[config.mk]
export PLATFORM = sky130hd
export DESIGN_NAME = uart_rx
export DESIGN_NICKNAME = d
export VERILOG_FILES = /design/src/rtl/uart_rx.sv
export SDC_FILE = /design/constraint.sdc
export NUM_CORES = 1
export LEC_CHECK = 0
export ABC_AREA = 1
export CORE_MARGIN = 4
export CORE_UTILIZATION = 49
export DETAILED_ROUTE_END_ITERATION = 10
export MAX_ROUTING_LAYER = met4
export PLACE_DENSITY = 0.75
export SYNTH_ARGS = -nofsm -noshare
export SYNTH_HDL_FRONTEND = slang
export SYNTH_SLANG_ARGS = --single-unit
[constraint.sdc]
create_clock -name clk -period 1.5 [get_ports clk]
set_clock_uncertainty 0.1 [all_clocks]
set_input_delay 0.375 -clock clk [delete_from_list [all_inputs] [get_ports clk]]
set_output_delay 0.375 -clock clk [all_outputs]
set_load 0.02 [all_outputs]
[src/rtl/uart_rx.sv]
// ============================================================================
// Module   : uart_rx
// Purpose  : 8N1-style UART receiver with 2-flop synchronizer and break
//            handling. Define UART_RX_MAJORITY_EN for 2-of-3 sample voting.
// Revision : 1.0 - initial release
// ============================================================================
`default_nettype none

module uart_rx #(
  parameter int WIDTH  = 8,
  parameter int CLKDIV = 16
) (
  input  logic             clk,
  input  logic             rst_n,
  input  logic             rx,
  output logic [WIDTH-1:0] data,
  output logic             received,
  output logic             frame_err,
  output logic             busy
);

  localparam int c_CW = $clog2(CLKDIV);
  localparam int c_IW = $clog2(WIDTH + 1);
  localparam logic [c_CW-1:0] c_HALF     = c_CW'(CLKDIV / 2 - 1);
  localparam logic [c_CW-1:0] c_LAST     = c_CW'(CLKDIV - 1);
  localparam logic [c_IW-1:0] c_IDX_LAST = c_IW'(WIDTH - 1);

  typedef enum logic [2:0] {
    S_IDLE  = 3'd0,
    S_START = 3'd1,
    S_DATA  = 3'd2,
    S_STOP  = 3'd3,
    S_BREAK = 3'd4
  } state_t;

  state_t           r_state;
  state_t           w_state_nxt;
  logic             r_sync1;
  logic             r_sync2;
  logic             w_rx_s;
  logic             w_sample;
  logic [c_CW-1:0]  r_cnt;
  logic [c_CW-1:0]  w_cnt_nxt;
  logic [c_IW-1:0]  r_idx;
  logic [c_IW-1:0]  w_idx_nxt;
  logic [WIDTH-1:0] r_shift;
  logic [WIDTH-1:0] w_shift_nxt;
  logic [WIDTH-1:0] r_data;
  logic [WIDTH-1:0] w_data_nxt;
  logic             r_recv;
  logic             w_recv_nxt;
  logic             r_ferr;
  logic             w_ferr_nxt;

  always_ff @(posedge clk) begin
    if (!rst_n) begin
      r_sync1 <= 1'b1;
      r_sync2 <= 1'b1;
    end else begin
      r_sync1 <= rx;
      r_sync2 <= r_sync1;
    end
  end

  assign w_rx_s = r_sync2;

`ifdef UART_RX_MAJORITY_EN
  // r_hist[0] tracks r_sync2, so the vote covers rx_s now and the two cycles before.
  logic [2:0] r_hist;

  always_ff @(posedge clk) begin
    if (!rst_n) begin
      r_hist <= 3'b111;
    end else begin
      r_hist <= {r_hist[1:0], r_sync1};
    end
  end

  assign w_sample = (r_hist[0] & r_hist[1]) | (r_hist[0] & r_hist[2]) |
                    (r_hist[1] & r_hist[2]);
`else
  assign w_sample = w_rx_s;
`endif

  always_ff @(posedge clk) begin
    if (!rst_n) begin
      r_state <= S_IDLE;
      r_cnt   <= '0;
      r_idx   <= '0;
      r_shift <= '0;
      r_data  <= '0;
      r_recv  <= 1'b0;
      r_ferr  <= 1'b0;
    end else begin
      r_state <= w_state_nxt;
      r_cnt   <= w_cnt_nxt;
      r_idx   <= w_idx_nxt;
      r_shift <= w_shift_nxt;
      r_data  <= w_data_nxt;
      r_recv  <= w_recv_nxt;
      r_ferr  <= w_ferr_nxt;
    end
  end

  always_comb begin
    w_state_nxt = r_state;
    w_cnt_nxt   = r_cnt + c_CW'(1);
    w_idx_nxt   = r_idx;
    w_shift_nxt = r_shift;
    w_data_nxt  = r_data;
    w_recv_nxt  = 1'b0;
    w_ferr_nxt  = 1'b0;

    case (r_state)
      S_IDLE: begin
        w_cnt_nxt = '0;
        if (!w_rx_s) begin
          w_state_nxt = S_START;
        end
      end
      S_START: begin
        if (r_cnt == c_HALF) begin
          if (w_sample) begin
            w_state_nxt = S_IDLE;
          end else begin
            w_state_nxt = S_DATA;
            w_idx_nxt   = '0;
          end
        end
      end
      S_DATA: begin
        if (r_cnt == c_LAST) begin
          w_shift_nxt = {w_sample, r_shift[WIDTH-1:1]};
          w_cnt_nxt   = '0;
          if (r_idx == c_IDX_LAST) begin
            w_state_nxt = S_STOP;
          end else begin
            w_idx_nxt = r_idx + c_IW'(1);
          end
        end
      end
      S_STOP: begin
        if (r_cnt == c_LAST) begin
          if (w_sample) begin
            w_data_nxt  = r_shift;
            w_recv_nxt  = 1'b1;
            w_state_nxt = S_IDLE;
          end else begin
            w_ferr_nxt  = 1'b1;
            w_state_nxt = S_BREAK;
          end
        end
      end
      S_BREAK: begin
        // A held-low line is a break, not a new start bit.
        w_cnt_nxt = '0;
        if (w_rx_s) begin
          w_state_nxt = S_IDLE;
        end
      end
      default: begin
        w_state_nxt = S_IDLE;
      end
    endcase

    if (w_state_nxt != r_state) begin
      w_cnt_nxt = '0;
    end
  end

  assign data      = r_data;
  assign received  = r_recv;
  assign frame_err = r_ferr;
  assign busy      = (r_state != S_IDLE);

endmodule

`default_nettype wire

==> flow_metrics.env, run 1 <==
export IMPL_status="finished, final reports clean"
export IMPL_critical_path_required_ns=1.02
export IMPL_power_density_nw_per_um2=820
export IMPL_end_kind="output pin"
export IMPL_swShare_pct=25.7
export IMPL_design_core_area_um2=2520
export IMPL_final_hold_viol_count=0
export IMPL_ys_ff_latch=31
export IMPL_fin_nets=208
export IMPL_num_antenna_cells=0
export IMPL_cts_buffer_depth=2
export IMPL_cts_tree="done"
export IMPL_cts_htree_levels=2
export IMPL_grt_pass1_vias=1136
export IMPL_max_cap_viol_count=0
export IMPL_fin_util_pct=68.8
export IMPL_final_max_slew_violation_count=0
export IMPL_intPower_w=0.00106
export IMPL_grt_pass1_wl_um=4840
export IMPL_power_switching_w=0.000366
export IMPL_setup_viol=0
export IMPL_final_min_clock_period_ns=1.47
export IMPL_via_per_inst=5.14
export IMPL_drc=0
export IMPL_grt_setup_unrepaired="yes"
export IMPL_root_buffer="clkbuf_4"
export IMPL_layout_area_overhead_vs_synth_pct=31.4
export IMPL_layout_setup_ws_ns=0.0314
export IMPL_hpwl_um=2070
export IMPL_async_reset_ff_share_pct=0
export IMPL_pin_count=14
export IMPL_ant_nets=0
export IMPL_drtIter0Drc=36
export IMPL_syn_inst=168
export IMPL_fp_dieH_um=59.9
export IMPL_combPwrFrac_pct=7.9
export IMPL_vias=1202
export IMPL_die_x_um=59.9
export IMPL_cts_hold_buf=0
export IMPL_worstPathArrival_ns=0.99
export IMPL_yosys_warnings=0
export IMPL_gr_total_overflow=0
export IMPL_dieArea_um2=3590
export IMPL_clk_latency_ns=0.33
export IMPL_critPathLaunchType="flop"
export IMPL_ir_drop_uv=780
export IMPL_p_leak_nw=0.709
export IMPL_clk_pin_slew_ns=0.10
export IMPL_drive_gt1_share_pct=34.8
export IMPL_first_pass_iters=4
export IMPL_synth_edff_count=0
export IMPL_clock_sinks=31
export IMPL_cts_buffers=5
export IMPL_cp_max_fo=2
export IMPL_p_clk_share_pct=33.6
export IMPL_fin_setup_tns_ns=0
export IMPL_syn_avg_cell_area_um2=7.86
export IMPL_clock_fmax_mhz=681
export IMPL_yosysSeqAreaShare_pct=47.0
export IMPL_ys_types=30
export IMPL_p_seq_share_pct=58.5
export IMPL_start_util_pct=52.3
export IMPL_grt_max_degree=18
export IMPL_relSlewSlack_pct=82.6
export IMPL_synthFlopType="dfxtp_1"
export IMPL_synth_nets=173
export IMPL_routed_wl_um=2830
export IMPL_hp_class="reg -> reg"
export IMPL_path_class="reg -> out"
export IMPL_hold_slack_ns=0.326
export IMPL_grt_use_total_pct=18.5
export IMPL_antenna_found_initial=0
export IMPL_finalCritPeriodShare_pct=97.9
export IMPL_place_gp_congestion=0.824
export IMPL_rows=18
export IMPL_avgRoutedWirePerCell_um=12.1
export IMPL_place_ws_ns=-0.110
export IMPL_worst_pin_slew_ns=0.259
export IMPL_syn_area_um2=1320
export IMPL_portBuffers=13
-- sequential cells by signal, summed over array words and instances, names as in the netlist --
name / count
received: 1
r_idx: 4
data: 8
r_state: 3
frame_err: 1
r_sync1: 1
r_sync2: 1
r_shift: 8
r_cnt: 4
-- Yosys cell counts (2+ instances only) --
cell / instances / share of area, %
o21ai_0: 18 / 6.8
nand3b_1: 2 / 1.1
nor2_2: 5 / 2.4
nand2_2: 3 / 1.4
a21oi_1: 9 / 3.4
ha_1: 2 / 1.9
nand2_1: 16 / 4.5
nor2_1: 43 / 12
nor2_4: 2 / 1.7
nand3_1: 6 / 2.3
nand4_1: 2 / 0.95
clkinv_1: 3 / 0.85
inv_2: 2 / 0.57
or2_2: 2 / 0.95
nand3_2: 3 / 2.3
inv_1: 6 / 1.7
dfxtp_1: 31 / 47
-- through the flow --
step	cell area (um2)	std cells	power, W
6_report	1730	234	0.00142
3_3_place_gp	1600	225	0.000944
4_1_cts	1700	233	0.00143
2_1_floorplan	1320	168	0.000909
3_5_place_dp	1600	225	0.000947
5_1_grt	1730	234	0.00149
-- logic make-up (layout without fill, tap and decap cells) --
family / count (synthesis) / count (layout) / share of synthesized area, %
simple gates: 87 / 87 / 31.8
xor+xnor: 2 / 2 / 1.33
buf+inv: 14 / 50 / 4.36
fa+ha+maj: 2 / 2 / 1.90
flops: 31 / 31 / 47.0
compound gates: 32 / 32 / 13.6
-- path summary, 6_finish.rpt --
check	from	to	slack (ns)	cells after the start
max	r_state[0]$_SDFF_PN0_	busy	0.03	3
min	r_sync1$_SDFF_PN1_	r_sync2$_SDFF_PN1_	0.33	1
max reg2reg	r_cnt[1]$_SDFF_PP0_	r_cnt[3]$_SDFF_PP0_	0.05	9
min reg2reg	r_sync1$_SDFF_PN1_	r_sync2$_SDFF_PN1_	0.33	1
-- cell type report --
type                            count  area (um2)
Fill cell                         213         788
Multi-Input combinational cell    123         729
Sequential cell                    31         631
Timing Repair Buffer               31         233
Inverter                           11        46.3
Clock buffer                        5        37.5
Tap cell                           30        37.5
Clock inverter                      3        20.0
-- critical path, cell delays in order (launching register included) --
cell and delay [ns]:
dfxtp_4 0.37, nor2_4 0.11, nand2_2 0.06, buf_6 0.12
-- layout by cell type (no fill, tap or decap), types with 2 or more instances in the layout --
master / instances
nor2_1: 42
dfxtp_1: 25
buf_4: 17
o21ai_0: 15
nand2_1: 12
nor2_4: 8
a21oi_1: 7
clkbuf_2: 7
inv_1: 6
nand3_1: 6
nand2_2: 5
clkbuf_4: 5
dfxtp_2: 5
o21ai_1: 4
nand2_4: 3
clkinv_2: 3
nand3_4: 2
a21oi_2: 2
nand4_1: 2
nand3b_1: 2
or2_2: 2
clkinvlp_4: 2
clkdlybuf4s50_1: 2
dlygate4sd2_1: 2
buf_6: 2
-- power by group through the flow --
stage / Clock, W / Sequential [W] / Combinational, W
CTS: 0.000501 / 0.000832 / 0.0000979
global route: 0.000532 / 0.000833 / 0.000124
finish: 0.000479 / 0.000832 / 0.000112
detailed placement: 0 / 0.000850 / 0.0000969
floorplan: 0 / 0.000853 / 0.0000553
global placement: 0 / 0.000850 / 0.0000940
-- layer usage --
layer / GRT usage [%] / wire length, um / vias to the layer above / part of all wire, %
met1: 21.4 / 1200 / 549 / 42
li1: - / - / 620 / -
met2: 30.6 / 1390 / 30 / 49
met5: - / 0 / - / 0
met4: 5.70 / 34 / 0 / 1.2
met3: 5.83 / 203 / 3 / 7.2
-- timing repair --
action,4_1_cts,5_1_grt
resized for setup,33,30
cloned,0,0
endpoints found under the hold margin,0,0
pin swaps,4,6
endpoints found under the setup margin,31,28
buffers inserted,0,1
No activity file was read; power rests on OpenSTA's default activity.
==> run 2, diff against run 1 <==
Settings changed: SETUP_SLACK_MARGIN set to 0.5.
==> run 2 against run 1 <==
- maximum frequency is 1.3% higher
- critical path depth increased by 5
- sequential cell count is the same
- via count rose by 1.1%
- clock power grew 1%
- critical endpoint is now r_cnt[0]$_SDFF_PP0_
- highest routed layer unchanged
==> flow_metrics.env, run 2 (synthesis gave the netlist of run 1 again) <==
export IMPL_final_common_cell="nor2_1"
export IMPL_cp_max_fo=7
export IMPL_grt_use_met2_pct=29.6
export IMPL_clk_pin_slew_ns=0.09
export IMPL_drc=0
export IMPL_clock_fmax_mhz=690
export IMPL_grt_pass1_wl_um=4550
export IMPL_dieArea_um2=3590
export IMPL_fin_setup_tns_ns=0
export IMPL_final_hold_viol_count=0
export IMPL_rows=18
export IMPL_finalCritPeriodShare_pct=96.6
export IMPL_cts_hold_buf=0
export IMPL_ir_drop_uv=765
export IMPL_hpwl_um=1890
export IMPL_start_util_pct=52.3
export IMPL_cts_tree="done"
export IMPL_layout_area_overhead_vs_synth_pct=40.8
export IMPL_final_max_slew_violation_count=0
export IMPL_setup_viol=0
export IMPL_swShare_pct=23.5
export IMPL_pin_count=14
export IMPL_power_switching_w=0.000333
export IMPL_intPower_w=0.00108
export IMPL_grt_max_degree=18
export IMPL_p_clk_share_pct=34.2
export IMPL_avgRoutedWirePerCell_um=11.9
export IMPL_met3_usage_pct=5.83
export IMPL_worstPathArrival_ns=1.61
export IMPL_grtUsageMet1_pct=19.4
export IMPL_relSlewSlack_pct=81.6
export IMPL_critPathLaunchType="flop"
export IMPL_power_w=0.00142
export IMPL_end_kind="flop"
export IMPL_p_leak_nw=0.752
export IMPL_worst_pin_slew_ns=0.275
export IMPL_routed_wl_um=2810
export IMPL_hp_class="reg -> reg"
export IMPL_critical_path_required_ns=1.66
export IMPL_mostFrequentLayoutCells="nor2_1 (37), buf_6 (15), dfxtp_1 (15)"
export IMPL_cts_htree_levels=2
export IMPL_portBuffers=13
export IMPL_combPwrFrac_pct=7.2
export IMPL_max_cap_viol_count=0
export IMPL_drtIter0Drc=47
export IMPL_drive_gt1_share_pct=46.3
export IMPL_cts_buffer_depth=2
export IMPL_p_seq_share_pct=58.5
export IMPL_grt_pass1_vias=1063
export IMPL_die_x_um=59.9
export IMPL_clk_latency_ns=0.33
export IMPL_place_gp_congestion=0.863
export IMPL_num_antenna_cells=0
export IMPL_fp_dieH_um=59.9
export IMPL_ant_nets=0
export IMPL_design_core_area_um2=2520
export IMPL_vias=1215
export IMPL_cts_buffers=5
export IMPL_root_buffer="clkbuf_4"
export IMPL_first_pass_iters=4
export IMPL_via_per_inst=5.17
export IMPL_top_usage_layer="met2"
export IMPL_gr_total_overflow=0
export IMPL_final_min_clock_period_ns=1.45
export IMPL_clock_sinks=31
export IMPL_grt_setup_unrepaired="yes"
export IMPL_path_class="reg -> reg"
export IMPL_fin_nets=210
export IMPL_status="finished, final reports clean"
export IMPL_antenna_found_initial=0
export IMPL_power_density_nw_per_um2=762
export IMPL_grt_use_total_pct=17.7
-- run 2: cell types whose count changed in the layout (fill, tap and decap cells not counted), moves of 2 or more --
cell           delta
nor2_1            -5
buf_6            +13
or2_4             +2
dfxtp_2           +9
dlygate4sd2_1     -2
or2_2             -2
clkbuf_2          -6
clkinvlp_4        -2
buf_4             -3
nor2_2            +5
o21ai_0          -10
dfxtp_1          -10
o21ai_1           +9
nand2_2           +3
-- run 2: cell type report --
type | count | area, um2
clock buffer | 6 | 51.3
clock inverter | 1 | 5.00
fill | 202 | 664
inverter | 11 | 65.1
multi-input combinational | 124 | 759
sequential | 31 | 646
tap | 30 | 37.5
timing repair buffer | 31 | 289
timing repair inverter | 1 | 5.00
-- run 2: repair_timing --
item,in CTS,in global routing
setup buffers,4,4
endpoints found under the hold margin,0,0
setup endpoints to repair,42,42
pin swaps,10,6
gates resized for setup,85,29
cloned,1,1
-- run 2: worst paths after layout --
path | startpoint | end | slack (ns) | depth (start not counted)
setup / recovery | r_state[2]$_SDFF_PN0_ | r_cnt[0]$_SDFF_PP0_ | 0.05 | 8
hold / removal | r_sync1$_SDFF_PN1_ | r_sync2$_SDFF_PN1_ | 0.34 | 1
hold reg to reg | r_sync1$_SDFF_PN1_ | r_sync2$_SDFF_PN1_ | 0.34 | 1
setup reg to reg | r_state[2]$_SDFF_PN0_ | r_cnt[0]$_SDFF_PP0_ | 0.05 | 8
-- run 2: metrics by stage --
stage / util, % / area, um2 / worst slack (ns) / hold WS [ns] / std cells
after floorplan: - / 1430 / 0.172 / 0.309 / 168
after global placement: 64.9 / 1640 / -0.190 / 0.318 / 218
after detailed placement: 64.9 / 1640 / -0.202 / 0.322 / 218
after CTS: 70.4 / 1780 / 0.0586 / 0.346 / 230
after global routing: 73.7 / 1860 / -0.0689 / 0.357 / 235
final: 73.7 / 1860 / 0.0507 / 0.341 / 235
-- run 2: layer usage --
metal / up-vias / wire length, um
met4: 0 / 42
met2: 34 / 1380
met5: - / 0
met1: 551 / 1220
li1: 624 / -
met3: 6 / 163
-- run 2: worst max-delay path, stage by stage, from the launching register on --
cell	delay [ns]
dfxtp_2	0.34
buf_6	0.13
nor2_4	0.15
nand2_2	0.10
nor2_4	0.15
nand2_2	0.08
nand3_1	0.10
nand3_2	0.12
nor2_1	0.11
-- run 2: power groups by stage --
stage	registers (W)	clock network (W)	logic, W
finish	0.000829	0.000485	0.000103
global route	0.000830	0.000533	0.000114
CTS	0.000829	0.000499	0.0000981
detailed placement	0.000852	0	0.0000959
global placement	0.000852	0	0.0000938
floorplan	0.000855	0	0.0000700
